--- config.mk ---
export PLATFORM = sky130hd
export DESIGN_NAME = vga_line_scheduler
export DESIGN_NICKNAME = d
export VERILOG_FILES = /design/src/rtl/vga_pkg.sv /design/src/rtl/vga_fill_counter.sv /design/src/rtl/vga_line_scheduler.sv
export SDC_FILE = /design/constraint.sdc
export NUM_CORES = 1
export LEC_CHECK = 0
export ABC_AREA = 0
export CORE_MARGIN = 4
export CORE_UTILIZATION = 54
export CTS_CLUSTER_DIAMETER = 50
export DETAILED_ROUTE_END_ITERATION = 16
export MAX_ROUTING_LAYER = met4
export PLACE_DENSITY = 0.89
export REMOVE_ABC_BUFFERS = 1
export SLEW_MARGIN = 20
export SYNTH_ARGS = -nofsm -noshare
export SYNTH_HDL_FRONTEND = slang
export SYNTH_HIERARCHICAL = 1
export SYNTH_SLANG_ARGS = --single-unit
--- constraint.sdc ---
create_clock -name clock_vga -period 4.35 [get_ports clock_vga]
set_input_delay 0.87 -clock clock_vga [delete_from_list [all_inputs] [get_ports clock_vga]]
set_output_delay 0.87 -clock clock_vga [all_outputs]
set_load 0.02 [all_outputs]
--- src/rtl/vga_pkg.sv ---
// Shared types and constants for the VGA line-buffer path.
package vga_pkg;

  localparam int LINE_PIXELS  = 481;
  localparam int VISIBLE_ROWS = 480;
  localparam int ROW_CYCLES   = 640;
  localparam int FRAME_PIXELS = 307200;
  localparam int ADDR_W       = 9;
  localparam int SYNC_ROW     = 478;

  typedef logic [23:0] pixel_t;

  typedef enum logic [1:0] {
    ST_IDLE    = 2'd0,
    ST_PREFILL = 2'd1,
    ST_FILL    = 2'd2,
    ST_WAIT    = 2'd3
  } sched_state_t;

  // Row arithmetic modulo the frame height; row and step are both below rows.
  function automatic logic [ADDR_W-1:0] row_wrap_add(
    input logic [ADDR_W-1:0] row,
    input logic [ADDR_W-1:0] step,
    input logic [ADDR_W:0]   rows
  );
    logic [ADDR_W:0] sum;
    sum = {1'b0, row} + {1'b0, step};
    if (sum >= rows) begin
      sum = sum - rows;
    end else begin
      sum = sum;
    end
    return sum[ADDR_W-1:0];
  endfunction

endpackage

--- src/rtl/vga_fill_counter.sv ---
// Beat counter for line-buffer addressing: clear wins over increment,
// and the count wraps to zero after the final beat of a line.
module vga_fill_counter #(
  parameter int W   = 9,
  parameter int MAX = 481
) (
  input  logic         clk,
  input  logic         rst,
  input  logic         i_clr,
  input  logic         i_inc,
  output logic [W-1:0] o_count,
  output logic         o_last
);

  localparam logic [W-1:0] L_LAST = W'(MAX - 1);
  localparam logic [W-1:0] L_ONE  = W'(1);

  logic [W-1:0] r_count;

  // Advance on each accepted beat; restart at zero on clear or after the last beat.
  always_ff @(posedge clk or posedge rst) begin
    if (rst) begin
      r_count <= '0;
    end else if (i_clr) begin
      r_count <= '0;
    end else if (i_inc) begin
      if (r_count == L_LAST) begin
        r_count <= '0;
      end else begin
        r_count <= r_count + L_ONE;
      end
    end
  end

  assign o_count = r_count;
  assign o_last  = (r_count == L_LAST);

endmodule

--- src/rtl/vga_line_scheduler.sv ---
// Ping-pong line-buffer scheduler: requests rows from the pixel source,
// writes them into the idle bank, swaps banks on next_row and flags
// fill underruns and frame-sync errors.
module vga_line_scheduler #(
  parameter int LINE_PIXELS  = vga_pkg::LINE_PIXELS,
  parameter int VISIBLE_ROWS = vga_pkg::VISIBLE_ROWS,
  parameter int ADDR_W       = vga_pkg::ADDR_W,
  parameter int SYNC_ROW     = vga_pkg::SYNC_ROW
) (
  input  logic              clock_vga,
  input  logic              reset,
  input  logic              enable,
  input  logic              next_row,
  input  logic              next_screen,
  output logic              row_req,
  output logic [ADDR_W-1:0] row_idx,
  input  logic              pix_valid,
  input  logic [23:0]       pix_data,
  output logic              pix_ready,
  output logic              wr_en,
  output logic              wr_bank,
  output logic [ADDR_W-1:0] wr_addr,
  output logic [23:0]       wr_data,
  output logic              rd_bank,
  output logic              start,
  output logic              underrun,
  output logic              sync_err,
  output logic [15:0]       frame_count
);

  import vga_pkg::*;

  localparam logic [ADDR_W:0]   L_ROWS = (ADDR_W + 1)'(VISIBLE_ROWS);
  localparam logic [ADDR_W-1:0] L_SYNC = ADDR_W'(SYNC_ROW);
  localparam logic [ADDR_W-1:0] L_ONE  = ADDR_W'(1);
  localparam logic [ADDR_W-1:0] L_TWO  = ADDR_W'(2);

  sched_state_t      r_state;
  logic              r_row_req;
  logic [ADDR_W-1:0] r_row_idx;
  logic              r_pix_ready;
  logic              r_wr_en;
  logic              r_wr_bank;
  logic [ADDR_W-1:0] r_wr_addr;
  pixel_t            r_wr_data;
  logic              r_rd_bank;
  logic              r_start;
  logic              r_underrun;
  logic              r_sync_err;
  logic [15:0]       r_frame_count;
  logic [ADDR_W-1:0] r_disp_row;
  // Last beat of the current row was accepted; its write is on the bus now,
  // and the row is treated as complete from the next cycle on.
  logic              r_last_pend;

  logic              w_swap;
  logic              w_xfer;
  logic              w_cnt_clr;
  logic [ADDR_W-1:0] w_beat;
  logic              w_beat_last;

  // A swap only happens once the display is running; a beat arriving in the
  // swap cycle belongs to the aborted row and is discarded.
  assign w_swap    = next_row & ((r_state == ST_FILL) | (r_state == ST_WAIT));
  assign w_xfer    = pix_valid & r_pix_ready & ~w_swap;
  assign w_cnt_clr = ((r_state == ST_IDLE) & enable) | w_swap |
                     ((r_state == ST_PREFILL) & r_last_pend);

  vga_fill_counter #(
    .W   (ADDR_W),
    .MAX (LINE_PIXELS)
  ) u_fill_counter (
    .clk     (clock_vga),
    .rst     (reset),
    .i_clr   (w_cnt_clr),
    .i_inc   (w_xfer),
    .o_count (w_beat),
    .o_last  (w_beat_last)
  );

  // Scheduler state machine with all outputs registered.
  always_ff @(posedge clock_vga or posedge reset) begin
    if (reset) begin
      r_state       <= ST_IDLE;
      r_row_req     <= 1'b0;
      r_row_idx     <= '0;
      r_pix_ready   <= 1'b0;
      r_wr_en       <= 1'b0;
      r_wr_bank     <= 1'b0;
      r_wr_addr     <= '0;
      r_wr_data     <= 24'h000000;
      r_rd_bank     <= 1'b0;
      r_start       <= 1'b0;
      r_underrun    <= 1'b0;
      r_sync_err    <= 1'b0;
      r_frame_count <= 16'h0000;
      r_disp_row    <= '0;
      r_last_pend   <= 1'b0;
    end else begin
      r_row_req <= 1'b0;
      r_wr_en   <= 1'b0;

      if (w_xfer) begin
        r_wr_en   <= 1'b1;
        r_wr_addr <= w_beat;
        r_wr_data <= pix_data;
        if (w_beat_last) begin
          r_last_pend <= 1'b1;
          r_pix_ready <= 1'b0;
        end
      end

      case (r_state)
        ST_IDLE: begin
          if (enable) begin
            r_row_req   <= 1'b1;
            r_row_idx   <= '0;
            r_wr_bank   <= 1'b0;
            r_pix_ready <= 1'b1;
            r_state     <= ST_PREFILL;
          end
        end
        ST_PREFILL: begin
          if (r_last_pend) begin
            r_last_pend <= 1'b0;
            r_start     <= 1'b1;
            r_row_req   <= 1'b1;
            r_row_idx   <= L_ONE;
            r_wr_bank   <= 1'b1;
            r_pix_ready <= 1'b1;
            r_state     <= ST_FILL;
          end
        end
        ST_FILL: begin
          if (r_last_pend) begin
            r_last_pend <= 1'b0;
            r_state     <= ST_WAIT;
          end
        end
        ST_WAIT: begin
          r_pix_ready <= 1'b0;
        end
        default: begin
          r_state <= ST_IDLE;
        end
      endcase

      // Bank swap overrides whatever the fill path decided this cycle.
      if (w_swap) begin
        if ((r_state == ST_FILL) && !r_last_pend) begin
          r_underrun <= 1'b1;
        end
        r_rd_bank   <= ~r_rd_bank;
        r_wr_bank   <= r_rd_bank;
        r_row_idx   <= row_wrap_add(r_disp_row, L_TWO, L_ROWS);
        r_disp_row  <= row_wrap_add(r_disp_row, L_ONE, L_ROWS);
        r_row_req   <= 1'b1;
        r_last_pend <= 1'b0;
        r_pix_ready <= 1'b1;
        r_state     <= ST_FILL;
      end

      // Frame accounting uses the display row before any same-cycle swap.
      if (next_screen) begin
        r_frame_count <= r_frame_count + 16'd1;
        if (r_disp_row != L_SYNC) begin
          r_sync_err <= 1'b1;
        end
      end
    end
  end

  assign row_req     = r_row_req;
  assign row_idx     = r_row_idx;
  assign pix_ready   = r_pix_ready;
  assign wr_en       = r_wr_en;
  assign wr_bank     = r_wr_bank;
  assign wr_addr     = r_wr_addr;
  assign wr_data     = r_wr_data;
  assign rd_bank     = r_rd_bank;
  assign start       = r_start;
  assign underrun    = r_underrun;
  assign sync_err    = r_sync_err;
  assign frame_count = r_frame_count;

endmodule

==> results.toml <==
[pwr]
swShare_pct = 26.1
clockPowerShare_pct = 34.6
combPwrFrac_pct = 12.3
power_density_mw_per_mm2 = 312
p_int_uw = 1230
leakage_uw = 0.00242
seqPwrFrac_pct = 53.0
peakVddDrop_uv = 378
switchingPower_uw = 436

[layout]
fin_nets = 493
num-fill-cells = 485
syn_to_final_growth_pct = 30.0
layout_commonest_cell = "clkdlybuf4s50_1"
drive_above_1_share_pct = 14.3
regArea_mm2 = 0.00218
mostFrequentLayoutCells = "95 x clkdlybuf4s50_1, 87 x dfrtp_1, 37 x mux2_2, 24 x nand2_1, 18 x xnor2_1"
num_antenna_cells = 0
multiInputGateArea_mm2 = 0.00179

[global_route]
grt_max_degree = 42
grt.total_usage_pct = 21.2
grt_pass1_vias = 3064
grt_pass1_wl_um = 14600
grt_overflow = 0
antenna_found_initial = 0

[detailed_routing]
drtIter0Drc = 113
met1Wirelength_um = 3730
antenna_left = 0
drc = 0
dr.pass1.iters = 5
wl_um = 9050
top_layer = "met4"
wl_met3_um = 527
routed-via-count = 3099
wl_met2_um = 4680
avgRoutedWirePerCell_um = 16.3
viasPerCell = 5.58

[setup_path]
crit_path_start_kind = "input port"
path_max_fanout = 41
worstPathArrival_ps = 2850
required_ps = 4580
critPathKind = "input port to flip-flop"
cp-end-kind = "flip-flop"

[logic_synthesis]
async_reset_ff_share_pct = 100
ys_ff_latch = 87
ys.flop_type = "dfrtp_1"
yosys_warnings = 6
syn_area_mm2 = 0.00411
synth_cell_type_count = 56
syn_inst = 356
synth_top_area_cell = "dfrtp_1"
synth_edf_count = 0
avgSynthCellArea_um2 = 11.5
synth.yosys.seq_area_share_pct = 53.0
yosysTopAreaCellShare_pct = 53.0
synthTopCellsByArea = "dfrtp_1 53%, mux2_2 10%, xnor2_1 3.8%"

[sta]
worst_pin_slew_ps = 763
hold_violations = 0
fin_setup_tns_ps = 0
setup_viol = 0
drv_slew = 0
skew_ps = 11.8
finalWorstSetupSlack_ps = 1730
rsz0062_at_grt = "false"
min_period_ps = 2620
fin_crit_sh_pct = 60.3
relSlewSlack_pct = 49.1
fmax_mhz = 381

[placed_design]
dp_hpwl_um = 6510
pre_cts_slack_ps = 1370
port_buffers = 95
place_congestion = 0.842

[floorplan]
start_util_pct = 56.1
dieArea_mm2 = 0.00907
io_pins = 96
fp-row-count = 31
core-area_mm2 = 0.00733
dieHeight_um = 95.2
fp.dieW_um = 95.2

[clocking]
clockBufferDepth = 2
cts_tree = "done"
numCtsBuffers = 9
cts.clk_slew.worst_paths_ps = 90
root_buffer = "clkbuf_8"
cts.sinks = 87
postCtsSetupRepairBufs = 0
cts_hold_buf = 0
cts_resized = 0
clk_latency_ps = 360
htreeDepth = 3

[status]
status = "finished clean"

[job]
cap_violations = 0

[worst_hold_path]
min_path_type = "flip-flop to flip-flop"
## metal layers
layer	vias up	track usage, %
met1	1524	26.1
met4	0	8.77
met3	14	4.74
li1	1464	-
met5	-	-
met2	97	33.9
## cells by family after synthesis
logic type	share of synthesized area (%)
xor+xnor	6.18
simple gates	11.6
fa+ha+maj	3.65
flops	53.0
buf+inv	3.56
mux	10.9
compound gates	11.1
## stage by stage
step                instance area (um2)  power (uW)  util, %  std cells  hold WS (ps)
floorplan                          4030         992        -        340           480
global placement                   5140        1100     70.1        539           441
detailed placement                 5140        1110     70.1        539           443
CTS                                5340        1690     72.9        555           476
global route                       5340        1740     72.9        555           489
finish                             5340        1670     72.9        555           481
## synth_stat cells (4+ instances only)
| library cell | number |
|---|---|
| nand4_1 | 10 |
| mux2_2 | 37 |
| nor2_1 | 17 |
| nor3_1 | 5 |
| o21ai_0 | 17 |
| dfrtp_1 | 87 |
| clkbuf_1 | 6 |
| nand3_1 | 12 |
| nand2_1 | 24 |
| inv_1 | 17 |
| and3_1 | 7 |
| xor2_1 | 11 |
| a21oi_1 | 8 |
| ha_1 | 12 |
| or3_1 | 4 |
| buf_2 | 6 |
| a21o_1 | 4 |
| buf_4 | 4 |
| xnor2_1 | 18 |
## final cells by class
| class | instances | area share, % |
|---|---|---|
| flip-flops and latches | 87 | 40.7 |
| clock buffers | 11 | 2.65 |
| multi-input cells | 236 | 33.4 |
| well taps | 99 | 2.32 |
| inverters | 17 | 1.19 |
| clock inverters | 5 | 1.15 |
| repair buffers | 100 | 18.5 |
## critical path, cell delays in order
cell and delay (ps):
clkdlybuf4s50_1 490, o21ai_1 110, buf_4 240, and3_2 270
buf_4 440, o2111ai_1 180, xor2_1 180, nor2_1 60
## registers in the layout, indices dropped and copies added, names as in the netlist, 2 cells and up
| signal | flops |
|---|---|
| u_fill_counter/o_count | 9 |
| r_state | 2 |
| row_idx | 9 |
| wr_addr | 9 |
| frame_count | 16 |
| r_disp_row | 9 |
| wr_data | 24 |
## power by group through the flow
| stage | combinational, uW | sequential, uW | clock [uW] |
|---|---|---|---|
| 6_report | 206 | 885 | 578 |
| 5_1_grt | 223 | 892 | 628 |
| 4_1_cts | 209 | 885 | 591 |
| 3_5_place_dp | 207 | 899 | 0 |
| 3_3_place_gp | 201 | 897 | 0 |
| 2_1_floorplan | 60.9 | 931 | 0 |
## path summary, 6_finish.rpt
check                                  startpoint                                    end  slack [ps]  depth (start not counted)
min in group asynchronous                   reset  u_fill_counter/o_count[8]$_DFFE_PP0P_         820                          2
hold reg to reg                 start$_DFFE_PP0P_                      start$_DFFE_PP0P_         480                          1
setup reg to reg           r_state[0]$_DFFE_PP0P_  u_fill_counter/o_count[4]$_DFFE_PP0P_        1910                          9
hold / removal                  start$_DFFE_PP0P_                      start$_DFFE_PP0P_         480                          1
max in group asynchronous                   reset                 wr_data[2]$_DFFE_PP0N_        2430                          3
setup / recovery                         next_row  u_fill_counter/o_count[4]$_DFFE_PP0P_        1730                          8
No activity file was read; power rests on OpenSTA's default activity.
==> edit 1: new RTL, same settings <==
Register the output `frame_count` once more, without a reset; this adds one clock of latency there. The other outputs are not delayed to match.
--- a/src/rtl/vga_line_scheduler.sv
+++ b/src/rtl/vga_line_scheduler.sv
@@ -183,3 +183,5 @@
   assign sync_err    = r_sync_err;
-  assign frame_count = r_frame_count;
+  always_ff @(posedge clock_vga) begin
+    frame_count <= r_frame_count;
+  end
 
Behaviour: not the same (a bounded check fails within 4 cycles, from zero or initial values and one cycle with reset high).
==> edit 1 against the original RTL <==
Sequential power is 20% higher. Via count is 3.3% higher. Non-clock buffer count is 2 lower. Area after synthesis is 9.7% higher. Wire length is 4.9% higher. Final cell count is 4.1% higher. Global-route usage is 0.54 points lower. Total power is 9.8% higher. Worst setup slack worse by 0.38 ns. Design area is 5.4% higher. Sequential cell count is 16 higher. Die area is 8.9% higher. Sequential share of layout area is 3.6 points higher. Largest power group unchanged. Critical endpoint is now u_fill_counter/o_count[5].
==> edit 1: results (changes against the original RTL) <==
- Run status: complete, no violations (unchanged).
- The transition time at the pin with the least slew margin is 1.00 ns (was 0.763 ns).
- The number of cells traversed by the worst hold path is 0 (was 1).
- Largest cells by area after synthesis: dfrtp_1 48%, mux2_2 8.7%, dfxtp_1 7.1%, ha_1 3.3%, xnor2_1 3.3% (was dfrtp_1 53%, mux2_2 10%, xnor2_1 3.8%, ha_1 3.7%, xor2_1 2.3%).
- The setup skew after layout is 0.0133 ns (was 0.0118 ns).
- The mux share of post-synthesis cell area was 0.0941 (was 0.109).
- The maximum clock frequency is 333 MHz (was 381 MHz).
- The pin count of the biggest net entering global routing is 38 (was 42).
- The number of well taps is 105 (was 99).
- The aggregate routed wire length is 9500 um (was 9050 um).
- The maximum VDD drop is 0.000266 V (was 0.000378 V).
- The worst slack after detailed placement came to 1.09 ns (was 1.37 ns).
- The synthesized-area fraction occupied by ao, oa, aoi and oai cells is 0.103 (was 0.111).
- The worst path arrival time is 3.25 ns (was 2.85 ns).
- The number of distinct library cells after synthesis came to 58 (was 56).
- The post-synthesis share of cell area spent on xor and xnor gates is 0.0560 (was 0.0618).
- The sequential share of cell area came to 0.443 (was 0.407).
- The final design utilization is 0.689 (was 0.729).
- The net switching share of the total power came to 0.267 (was 0.261).
- The detailed-routing iteration count for the pre-antenna-repair pass was 4 (was 5).
- The global routing met3 resource utilization is 0.0407 (was 0.0474).
- The placement-stage cell area was 5450 um2 (was 5140 um2).
- The average via count per standard cell came to 5.54 (was 5.58).
- The filler cell count in the final layout is 581 (was 485).
- The starting utilization of the core area is 0.552 (was 0.561).
- The worst stage delay on the critical path is 0.66 ns (was 0.49 ns).
- The number of global-route vias before repair was 3155 (was 3064).
- The net count reported at finish is 510 (was 493).
- The synthesized instance count was 377 (was 356).
- The sequential-to-total area share from yosys stat is 0.554 (was 0.530).
- The final weighted congestion of routability-driven global placement is 0.936 (was 0.842).
- The startpoint of the most critical hold path is r_frame_count[15] (was start).
- The adder-cell share of the synthesized area was 0.0333 (was 0.0365).
- The path depth of the worst reg2reg path came to 7 (was 9).
- The worst-path cell with the longest stage delay is and3_2 (was clkdlybuf4s50_1).
## edit 1: power groups by stage
| stage | clock network, mW | logic [mW] | registers [mW] |
|---|---|---|---|
| after global placement | 0 | 0.200 | 1.08 |
| final | 0.568 | 0.201 | 1.06 |
| after CTS | 0.578 | 0.206 | 1.06 |
| after detailed placement | 0 | 0.205 | 1.08 |
| after global routing | 0.622 | 0.219 | 1.07 |
| after floorplan | 0 | 0.0577 | 1.11 |
## edit 1: kinds of logic after synthesis
kind of cell               Yosys count
adders and majority gates           12
AOI/OAI and AO/OA                   66
and+or+nand+nor                    101
xor gates and xnor gates            28
muxes                               38
buffers and inverters               29
DFF                                103
## edit 1: per-layer routing
| metal | part of all wire | up-vias | wire length (um) |
|---|---|---|---|
| met5 | 0 | - | 0 |
| met4 | 0.017 | 0 | 165 |
| met1 | 0.41 | 1573 | 3870 |
| met3 | 0.058 | 15 | 554 |
| met2 | 0.52 | 116 | 4910 |
| li1 | - | 1498 | - |
==> edit 2: new RTL, same flow settings <==
Made on the original files. `ADDR_W`: 9 -> 10.
--- a/src/rtl/vga_pkg.sv
+++ b/src/rtl/vga_pkg.sv
@@ -7,3 +7,3 @@
   localparam int FRAME_PIXELS = 307200;
-  localparam int ADDR_W       = 9;
+  localparam int ADDR_W       = 10;
   localparam int SYNC_ROW     = 478;
Interface: changed (resized row_idx and wr_addr); port bits go from 96 to 98. The function was not compared with the original's and may differ.
==> edit 2 against the original RTL <==
Wire length grew 19%. Final cell count grew 12%. Worst setup slack lost 0.40 ns. Total power grew 6.7%. Area after synthesis grew 11%. Clock skew grew 0.0015 ns. Design area grew 9.3%. Core utilization shrank 1.8 points. Combinational power shrank 3%. Sequential cell count grew 4. Die area grew 10%. Largest power group unchanged. Highest routed layer unchanged.
==> edit 2: results (changes against the original RTL) <==
- The sequential cell area is 2280 um2 (was 2180 um2).
- The setup slack on the worst flop-to-flop path is 1.53 ns (was 1.91 ns).
- The net switching power is 454 uW (was 436 uW).
- The setup skew after layout came to 0.0133 ns (was 0.0118 ns).
- The clock tree cell share of total cell area is 0.0396 (was 0.0379).
- The share of post-route cells with drive strength above 1 came to 0.139 (was 0.143).
- The number of port buffers was 97 (was 95).
- The placement-stage cell area is 5610 um2 (was 5140 um2).
- The sequential-to-total area share from yosys stat was 0.499 (was 0.530).
- The final weighted congestion of routability-driven global placement is 0.861 (was 0.842).
- The number of clock buffers in the layout came to 10 (was 11).
- The sequential group share of total power is 0.517 (was 0.530).
- The first-pass GRT wire length is 17700 um (was 14600 um).
- The total routing resource utilization after global routing is 0.228 (was 0.212).
- The final instance area was 5840 um2 (was 5340 um2).
- The startpoint of the most critical hold path is sync_err (was start).
- The worst-path cell with the longest stage delay is or4_1 (was clkdlybuf4s50_1).
- The minimum hold slack was 0.470 ns (was 0.481 ns).
- The pin count of the biggest net entering global routing is 65 (was 42).
- The number of buffers other than clock buffers in the final layout is 101 (was 100).
- The tightest slew margin relative to the limit is 0.477 (was 0.491).
- The number of global-route vias before repair is 3646 (was 3064).
- The maximum VDD drop is 0.000388 V (was 0.000378 V).
- The number of multi-input combinational cells is 297 (was 236).
- The worst stage delay on the critical path is 0.59 ns (was 0.49 ns).
- The number of signal-net inverters in the final layout is 13 (was 17).
- The non-clock buffering overhead in the final layout is 0.171 (was 0.185).
- The filler cell count in the final layout is 583 (was 485).
- The worst path arrival time is 3.31 ns (was 2.85 ns).
- The area growth from synthesis to layout came to 27.9% (was 30.0%).
- The net count reported at finish is 556 (was 493).
- Run status: complete, no violations (unchanged).
- The average via count per standard cell was 5.82 (was 5.58).
- Largest cells by area after synthesis: dfrtp_1 50%, mux2_2 8.6%, ha_1 3.6%, nand2_1 3.3%, xnor2_1 3.3% (was dfrtp_1 53%, mux2_2 10%, xnor2_1 3.8%, ha_1 3.7%, xor2_1 2.3%).
- The capturing element of the worst setup path is u_fill_counter/o_count[9] (was u_fill_counter/o_count[4]).
-- edit 2: cell families after synthesis --
group | Yosys count | synth area share
AOI/OAI and AO/OA | 85 | 0.124
xor gates and xnor gates | 31 | 0.0611
adders and majority gates | 13 | 0.0356
buffers and inverters | 31 | 0.0307
DFF | 91 | 0.499
muxes | 40 | 0.0973
and+or+nand+nor | 128 | 0.152
-- edit 2: per-layer routing --
metal  wire (um)  vias up  global-route usage
met3         665       26              0.0313
met4         258        0              0.0830
met5           0        -                   -
li1            -     1697                   -
met2        5550      141               0.390
met1        4280     1761               0.276
-- edit 2: through the flow --
step | setup slack, ns | cells
global placement | 1.18 | 607
global route | 1.17 | 623
CTS | 1.38 | 623
finish | 1.33 | 623
detailed placement | 1.10 | 607
floorplan | 0.587 | 401
-- edit 2: critical path: cells and delay by family --
kind	cells	cell delay (ns)
compound gates	4	1.31
buf+inv	1	0.54
simple gates	1	0.59
